<file path="config.mk">
export PLATFORM = sky130hd
export DESIGN_NAME = video_pattern_gen
export DESIGN_NICKNAME = d
export VERILOG_FILES = /design/src/rtl/video_pattern_gen.sv
export SDC_FILE = /design/constraint.sdc
export NUM_CORES = 1
export LEC_CHECK = 0
export BUFFER_PORTS_ARGS = -buffer_cell sky130_fd_sc_hd__buf_2
export CELL_PAD_IN_SITES_DETAIL_PLACEMENT = 0
export CELL_PAD_IN_SITES_GLOBAL_PLACEMENT = 1
export CORE_ASPECT_RATIO = 0.5
export CORE_UTILIZATION = 49
export DETAILED_ROUTE_END_ITERATION = 10
export PLACE_DENSITY = 0.95
export SLEW_MARGIN = 20
export SYNTH_ARGS = -nofsm -noshare
export SYNTH_HDL_FRONTEND = slang
export SYNTH_SLANG_ARGS = --single-unit
</file>
<file path="constraint.sdc">
create_clock -name clk -period 10.5 [get_ports clk]
set_input_delay 1.575 -clock clk [delete_from_list [all_inputs] [get_ports clk]]
set_output_delay 1.575 -clock clk [all_outputs]
set_load 0.01 [all_outputs]
</file>
<file path="src/rtl/video_pattern_gen.sv">
// Video test-pattern source: emits frames of H_ACTIVE x V_ACTIVE pixels over a
// ready/valid link. Four patterns are available: incrementing counter, colour
// bars, animated checkerboard and solid colour. Each beat carries start-of-frame
// and end-of-line markers, and a counter tracks completed frames.
module video_pattern_gen #(
    parameter int CW         = 8,
    parameter int H_ACTIVE   = 640,
    parameter int V_ACTIVE   = 480,
    parameter int BAR_COUNT  = 8,
    parameter int CHECK_LOG2 = 5,
    parameter int FRAME_W    = 16
) (
    input  logic                 clk,
    input  logic                 rst,
    input  logic                 enable,
    input  logic [1:0]           mode,
    input  logic [3*CW-1:0]      solid_rgb,
    input  logic                 pix_ready,
    output logic                 pix_valid,
    output logic [3*CW-1:0]      pix_data,
    output logic                 sof,
    output logic                 eol,
    output logic [FRAME_W-1:0]   frame_cnt
);

    localparam int PW    = 3 * CW;
    localparam int BAR_W = H_ACTIVE / BAR_COUNT;

    // x must be wide enough for the bar colour index bits and the checker bit.
    localparam int XW_A  = $clog2(H_ACTIVE) + 1;
    localparam int XW_B  = (XW_A > CHECK_LOG2 + 1) ? XW_A : CHECK_LOG2 + 1;
    localparam int XW    = (XW_B > 3) ? XW_B : 3;
    localparam int YW_A  = $clog2(V_ACTIVE) + 1;
    localparam int YW    = (YW_A > CHECK_LOG2 + 1) ? YW_A : CHECK_LOG2 + 1;

    localparam logic [XW-1:0] X_LAST       = XW'(H_ACTIVE - 1);
    localparam logic [YW-1:0] Y_LAST       = YW'(V_ACTIVE - 1);
    localparam logic [XW-1:0] BAR_LAST_CNT = XW'(BAR_W - 1);
    localparam logic [XW-1:0] BAR_LAST_IDX = XW'(BAR_COUNT - 1);

    localparam logic [1:0] MODE_INCR    = 2'd0;
    localparam logic [1:0] MODE_BARS    = 2'd1;
    localparam logic [1:0] MODE_CHECKER = 2'd2;
    localparam logic [1:0] MODE_SOLID   = 2'd3;

    typedef enum logic {IDLE = 1'b0, RUN = 1'b1} state_t;

    // Colour of one pixel, given the pattern and the coordinates of that pixel.
    function automatic logic [PW-1:0] pattern(
        input logic [1:0]    m,
        input logic          cx,
        input logic          cy,
        input logic [2:0]    j,
        input logic [PW-1:0] cnt,
        input logic          odd,
        input logic [PW-1:0] solid
    );
        logic [PW-1:0] res;
        res = '0;
        case (m)
            MODE_INCR:    res = cnt;
            MODE_BARS:    res = {{CW{~j[1]}}, {CW{~j[2]}}, {CW{~j[0]}}};
            MODE_CHECKER: res = (cx ^ cy ^ odd) ? {PW{1'b0}} : {PW{1'b1}};
            MODE_SOLID:   res = solid;
            default:      res = '0;
        endcase
        return res;
    endfunction

    state_t              state, state_next;
    logic [XW-1:0]       x, x_next;
    logic [YW-1:0]       y, y_next;
    logic [XW-1:0]       bar_idx, bar_idx_next;
    logic [XW-1:0]       bar_cnt, bar_cnt_next;
    logic [PW-1:0]       incr_cnt, incr_cnt_next;
    logic [1:0]          mode_l, mode_next;
    logic [PW-1:0]       solid_l, solid_next;
    logic                pix_valid_next;
    logic [PW-1:0]       pix_data_next;
    logic                sof_next, eol_next;
    logic [FRAME_W-1:0]  frame_cnt_next;
    logic                line_end, frame_end, accept, start, load;

    // Next-state logic: walks the raster on each accept and loads the next pixel.
    always_comb begin
        state_next     = state;
        x_next         = x;
        y_next         = y;
        bar_idx_next   = bar_idx;
        bar_cnt_next   = bar_cnt;
        incr_cnt_next  = incr_cnt;
        mode_next      = mode_l;
        solid_next     = solid_l;
        pix_valid_next = pix_valid;
        pix_data_next  = pix_data;
        sof_next       = sof;
        eol_next       = eol;
        frame_cnt_next = frame_cnt;
        start          = 1'b0;
        load           = 1'b0;
        line_end       = (x == X_LAST);
        frame_end      = line_end && (y == Y_LAST);
        accept         = pix_valid && pix_ready;

        case (state)
            IDLE: begin
                if (enable) begin
                    start = 1'b1;
                end else begin
                    pix_valid_next = 1'b0;
                end
            end
            RUN: begin
                if (accept) begin
                    if (frame_end) begin
                        frame_cnt_next = frame_cnt + 1'b1;
                        if (enable) begin
                            start = 1'b1;
                        end else begin
                            state_next     = IDLE;
                            pix_valid_next = 1'b0;
                            sof_next       = 1'b0;
                            eol_next       = 1'b0;
                        end
                    end else begin
                        load          = 1'b1;
                        incr_cnt_next = incr_cnt + 1'b1;
                        if (line_end) begin
                            x_next       = '0;
                            y_next       = y + 1'b1;
                            bar_idx_next = '0;
                            bar_cnt_next = '0;
                        end else begin
                            x_next = x + 1'b1;
                            if ((bar_cnt == BAR_LAST_CNT) && (bar_idx != BAR_LAST_IDX)) begin
                                bar_idx_next = bar_idx + 1'b1;
                                bar_cnt_next = '0;
                            end else begin
                                bar_cnt_next = bar_cnt + 1'b1;
                            end
                        end
                    end
                end else begin
                    // stalled or nothing presented: hold every output
                    state_next = RUN;
                end
            end
            default: begin
                state_next     = IDLE;
                pix_valid_next = 1'b0;
            end
        endcase

        // Frame start: capture the configuration and rewind the raster to (0,0).
        if (start) begin
            state_next    = RUN;
            mode_next     = mode;
            solid_next    = solid_rgb;
            x_next        = '0;
            y_next        = '0;
            bar_idx_next  = '0;
            bar_cnt_next  = '0;
            incr_cnt_next = '0;
            load          = 1'b1;
        end else begin
            load = load;
        end

        if (load) begin
            pix_valid_next = 1'b1;
            sof_next       = (x_next == '0) && (y_next == '0);
            eol_next       = (x_next == X_LAST);
            pix_data_next  = pattern(mode_next, x_next[CHECK_LOG2], y_next[CHECK_LOG2],
                                     bar_idx_next[2:0], incr_cnt_next, frame_cnt_next[0],
                                     solid_next);
        end else begin
            pix_data_next = pix_data_next;
        end
    end

    // State and output registers.
    always_ff @(posedge clk or posedge rst) begin
        if (rst) begin
            state     <= IDLE;
            x         <= '0;
            y         <= '0;
            bar_idx   <= '0;
            bar_cnt   <= '0;
            incr_cnt  <= '0;
            mode_l    <= 2'd0;
            solid_l   <= '0;
            pix_valid <= 1'b0;
            pix_data  <= '0;
            sof       <= 1'b0;
            eol       <= 1'b0;
            frame_cnt <= '0;
        end else begin
            state     <= state_next;
            x         <= x_next;
            y         <= y_next;
            bar_idx   <= bar_idx_next;
            bar_cnt   <= bar_cnt_next;
            incr_cnt  <= incr_cnt_next;
            mode_l    <= mode_next;
            solid_l   <= solid_next;
            pix_valid <= pix_valid_next;
            pix_data  <= pix_data_next;
            sof       <= sof_next;
            eol       <= eol_next;
            frame_cnt <= frame_cnt_next;
        end
    end

endmodule

</file>
Yosys cells after proc, flatten, opt, wreduce, memory -nomap -nowiden
Index checks and enable logic that the tools add are counted.
{"block": "word_totals", "elab_cells": 113, "ff_bits": 137, "inputBits": 30, "output_inout_bits": 43}
{"block": "classes", "reduce_logical": 18, "addsub": 6, "n_bitwise": 6, "eq_ne": 12, "mux": 56}
{"op": "two-way mux 11 bit", "n": 17}
{"op": "two-way mux 24 bit", "n": 6}
{"op": "one-hot mux 24 bit (4 select lines)", "n": 1}
{"op": "two-way mux 10 bit", "n": 5}
{"op": "adder 11 x 1 -> 11 bit, second input constant", "n": 3}
{"op": "adder 24 x 1 -> 24 bit, second input constant", "n": 1}
{"op": "two-way mux 1 bit", "n": 24}
{"op": "== test 11 x 10 -> 1 bit, second input constant", "n": 2}
{"op": "adder 16 x 1 -> 16 bit, second input constant", "n": 1}
{"op": "== test 11 x 7 -> 1 bit, second input constant", "n": 1}
{"op": "zero test 11 bit", "n": 1}
{"op": "!= test 11 x 3 -> 1 bit, second input constant", "n": 1}
{"op": "adder 10 x 1 -> 10 bit, second input constant", "n": 1}
{"op": "== test 10 x 9 -> 1 bit, second input constant", "n": 1}
{"op": "zero test 10 bit", "n": 1}
{"op": "nonzero test 2 bit", "n": 5}
{"op": "AND reduction 4 bit", "n": 2}
{"op": "!= test 3 x 1 -> 1 bit, second input constant", "n": 2}
{"op": "AND reduction 3 bit", "n": 2}
{"op": "== test 2 bit, second input constant", "n": 2}
{"op": "logical AND 1 bit", "n": 4}
{"op": "!= test 2 x 1 -> 1 bit, second input constant", "n": 2}
{"op": "NOT 1 bit", "n": 4}
{"op": "one-hot mux 1 bit (2 select lines)", "n": 2}
{"op": "6 further kinds", "n": 7}

Longest topological paths before layout
{"block": "logic_depth", "ltp_word": 10, "mapped_depth": 12, "mapped_depth_nobuf": 8}

Least setup slack after synthesis
No wires, ideal clock.
{"block": "synth_timing", "kind": "in2reg", "startpoint": "input port pix_ready", "endpoint": "register sof", "path_buffers": 2, "setup_time_ns": 0.104, "slack_ns": 7.024, "t_arrival_ns": 3.373, "required_time_ns": 10.396, "path_stages": 9, "cell_sequence": "nand3_1 -> nor4_2 -> and2_1 -> buf_6 -> a211o_4 -> buf_6 -> a21oi_2 -> or4_1 -> o41ai_2"}
{"block": "synth_between", "elab_chain_len": 7, "elab_cells_between_ends": 21, "cone_classes": "eq/ne: 1; mux: 12; reduce/logical: 8"}
{"item": "from (decl)", "line": "18", "source": "input logic pix_ready,"}
{"item": "logical AND 1 bit *", "line": "103", "source": "accept = pix_valid && pix_ready;"}
{"item": "two-way mux 1 bit or two-way mux 11 bit (tied branches)", "line": "114", "source": "if (accept) begin"}
{"item": "one-hot mux 1 bit (2 select lines) or two-way mux 11 bit (tied branches)", "line": "105", "source": "case (state)"}
{"item": "two-way mux 11 bit *", "line": "155", "source": "if (start) begin"}
{"item": "net x_next[4]", "line": "71", "source": "logic [XW-1:0] x, x_next;"}
{"item": "zero test 11 bit *", "line": "171", "source": "sof_next = (x_next == '0) && (y_next == '0);"}
{"item": "logical AND 1 bit *", "line": "171"}
{"item": "two-way mux 1 bit *", "line": "169", "source": "if (load) begin"}
{"item": "to (signal assigned)", "line": "208", "source": "sof <= sof_next;"}
{"item": "to (decl)", "line": "21", "source": "output logic sof,"}
The timed path passes the listed nets; every way through them passes the cells marked *.
A chain may end at the register's enable or synchronous reset.

Worst setup path in the final report
{"block": "layout_timing", "startpoint": "input port pix_ready", "endpoint": "register pix_data[16]"}
{"block": "layout_between", "elab_chain_len": 8, "elab_cells_between_ends": 31, "cone_classes": "eq/ne: 3; mux: 23; bitwise: 3; reduce/logical: 2"}
{"item": "logical AND 1 bit *", "line": "103"}
{"item": "two-way mux 1 bit, or another cell as far along", "line": "114"}
{"item": "one-hot mux 1 bit (2 select lines), or another cell as far along", "line": "105"}
{"item": "two-way mux 11 bit or two-way mux 10 bit (tied branches)", "line": "155"}
{"item": "bitwise XOR 1 bit (2 in a row)", "line": "63", "source": "MODE_CHECKER: res = (cx ^ cy ^ odd) ? {PW{1'b0}} : {PW{1'b1}};"}
{"item": "two-way mux 24 bit", "line": "63"}
{"item": "one-hot mux 24 bit (4 select lines)", "line": "60", "source": "case (m)"}
{"item": "to (signal assigned)", "line": "207", "source": "pix_data <= pix_data_next;"}
{"item": "to (decl)", "line": "20", "source": "output logic [3*CW-1:0] pix_data,"}
Mark *: on every way between the ends. The rest lies on a longest branch, timed or not. The select of a mux whose other input is x is not followed.

==> summary.md <==
| Metric | Value |
|---|---|
| # DRC | `0` |
| Initial antenna violation count | `0` |
| Routed vias | `5837` |
| FF+latch count, synth | `137` |
| Die area | `14700 µm²` |
| Routed len/inst | `17.2 µm` |
| FF+latch area | `3430 µm²` |
| P_leak | `3.56 nW` |
| First-pass GRT wire length | `28600 µm` |
| Worst skew pair latency | `420 ps` |
| Most frequent cell after synthesis | `dfrtp_1` |
| Arrival time at the worst endpoint | `4500 ps` |
| Reg2reg setup slack | `6460 ps` |
| Final setup TNS | `0 ps` |
| Ant diodes | `0` |
| Worst R2R Path Depth | `9` |
| Synthesis Warnings | `0` |
| # setup viols final | `0` |
| Final WS setup | `6240 ps` |
| Max Root-Sink Buffers | `2` |
| Post-layout minimum cycle time | `4260 ps` |
| Post-CTS Resized | `0` |
| CP peak stage delay | `840 ps` |
| Area occupied by multi-input gates | `3330 µm²` |
| Crit Reg-Reg Endpoint | `pix_data[18]` |
| Achievable Freq | `0.235 GHz` |
| Initial DRC Count | `451` |
| CP Cell Sequence | `buf_2 -> nand3_1 -> nor4_2 -> nand4_1 -> mux2i_1 -> nor3_1 -> o21ai_2 -> a41oi_1` |
| Boundary Pins | `73` |
| Layout cell share with drive strength beyond 1 | `0.163` |
| Synth unique cells | `67` |
| Cells after Synth | `735` |
| TritonRoute pass-1 iters | `5` |
| Post-CTS setup buffers | `0` |
| Clk pin slew, worst setup/hold paths | `60 ps` |
| Fraction of registers with async set/reset | `1.00` |
| Top-area cell type share of the netlist area | `0.492` |
| RSZ-0062 raised after global routing | `false` |
| Syn nets | `771` |
| Placer Congestion | `0.901` |
| Element type at the critical path start | `primary input` |
| Pwr Density | `189 nW/µm²` |
| Detailed-route wire length | `17200 µm` |
| Sequential area share after synthesis | `0.492` |
| CP Capture Type | `flop` |
| Core Util, Final | `0.587` |
| Max-slew headroom | `0.356` |
| Clock Skew | `10.9 ps` |
| Post-route total power | `1.52 mW` |
| Area leader, netlist | `dfrtp_1` |
| Fill cells | `1180` |
| Setup CP Type | `in -> reg` |
| Max Slew Vio Count | `0` |
| Chip Width | `171 µm` |
| Post-synth top flop | `dfrtp_1` |
| NumNets Final | `836` |
| Worst-margin pin slew | `962 ps` |
| Chip height | `86.3 µm` |
| Most instantiated cells after synthesis | `dfrtp_1 (137), nand2_1 (110), nor2_1 (54), a21oi_1 (42), nand3_1 (30)` |
| Via density | `5.81` |
| Critical path capture point | `pix_data[16]` |
| Root Driver | `clkbuf_16` |
| EDFF count, synth | `0` |
| CTS Buf Count | `17` |
| IO Port Bufs | `72` |
| Launch point of the worst reg-to-reg path | `x[0]` |
| CP startpoint | `pix_ready` |
| Synthesized area | `6970 µm²` |
| Pre-CTS WS | `5890 ps` |
| Critical path's slowest cell | `nor4_2` |
| Gr usage total | `0.252` |
| Final instance area | `8040 µm²` |
| Worst hold path type | `reg -> reg` |
| Final Hold Fails | `0` |
| Cell Area, Placed | `7460 µm²` |
| Largest net degree at the start of global routing | `87` |
| CTS Sinks | `137` |
| CTS tree | `built` |
| CTS Hold Bufs | `0` |
| Post-DP HPWL | `11800 µm` |
| Core Area | `13700 µm²` |
| Total gr overflow | `0` |
| Initial core utilization | `0.508` |
| Final period utilization | `0.406` |
| Antenna Nets Post-Route | `0` |
| H-tree Lvls | `4` |
| Mean Syn Cell Area | `9.48 µm²` |
| Number of max-cap violations | `0` |
| Vias in the first global route | `5611` |
| Synth area leaders | `dfrtp_1 (49%), nand2_1 (5.9%), xnor2_1 (3.6%)` |
| Synthesis-to-layout area growth | `15.5%` |
| Outcome | `finished, final reports clean` |
| Max VDD drop | `0.102 mV` |
| Worst Path Required | `10740 ps` |
| Worst Path Max Fanout | `24` |
| Rows | `30` |
-- stage by stage --
step / hold slack, ps / std cells
after floorplan: 434 / 735
after global placement: 454 / 973
after detailed placement: 458 / 973
after CTS: 471 / 1004
after global routing: 480 / 1004
final: 467 / 1004
-- state kept, by name (all words and copies together), names as in the netlist --
signal	count
pix_data	24
pix_valid	1
eol	1
incr_cnt	24
solid_l	24
y	10
frame_cnt	16
bar_cnt	11
state	1
bar_idx	11
sof	1
x	11
mode_l	2
-- placed cells by master, fill, tap and decap left out, types with 8 or more instances in the layout --
cell type	netlist	routed
or3_1	14	14
o21ai_0	29	29
and3_1	16	16
a31oi_1	15	15
o31ai_1	9	9
nand4_1	17	17
xor2_1	13	13
and2_1	11	11
inv_1	17	16
nand3_1	30	30
nand2_1	110	110
nor2_1	54	54
xnor2_1	29	29
nor4_1	9	9
o22ai_1	24	24
a21oi_1	42	42
buf_2	7	72
clkbuf_16	0	17
dfrtp_1	137	137
or4_1	8	8
-- how the worst min path moves through the flow --
stage | start | endpoint | slack (ps) | depth (start not counted)
floorplan | solid_l[10] | solid_l[10] | 430 | 2
global placement | solid_l[13] | solid_l[13] | 450 | 2
detailed placement | solid_l[12] | solid_l[12] | 460 | 2
CTS | frame_cnt[15] | frame_cnt[15] | 470 | 1
global route | frame_cnt[15] | frame_cnt[15] | 480 | 1
finish | frame_cnt[15] | frame_cnt[15] | 470 | 1
-- cell type report --
| type | instances | area share |
|---|---|---|
| clock inverters | 11 | 0.0152 |
| inverters | 17 | 0.00855 |
| multi-input cells | 550 | 0.413 |
| flip-flops and latches | 137 | 0.426 |
| clock buffers | 20 | 0.0568 |
| well taps | 192 | 0.0299 |
| repair buffers | 77 | 0.0499 |
-- critical path, delay by kind of cell --
kind,cells,cell delay [ps]
buffers and inverters,1,120
AOI/OAI and AO/OA,2,1020
and+or+nand+nor,4,1440
muxes,1,340
-- report_power, final --
| group | leakage, nW | internal, mW | switching (mW) |
|---|---|---|---|
| clock | 0.274 | 0.360 | 0.231 |
| combinational | 1.51 | 0.105 | 0.156 |
| sequential | 1.77 | 0.603 | 0.0630 |
| total | 3.56 | 1.07 | 0.450 |
-- kinds of logic after synthesis --
kind of cell / share of synthesized area
muxes: 0.0214
adders and majority gates: 0.0108
AOI/OAI and AO/OA: 0.159
buffers and inverters: 0.0304
xor gates and xnor gates: 0.0528
DFF: 0.492
and+or+nand+nor: 0.233
-- routing by layer --
metal | track usage | up-vias | wire length [µm]
li1 | - | 2810 | -
met1 | 0.356 | 2802 | 8060
met2 | 0.384 | 196 | 7870
met3 | 0.0553 | 29 | 989
met4 | 0.0885 | 0 | 321
met5 | 0 | - | 0
Note: power is estimated with default switching activity, not from simulation.
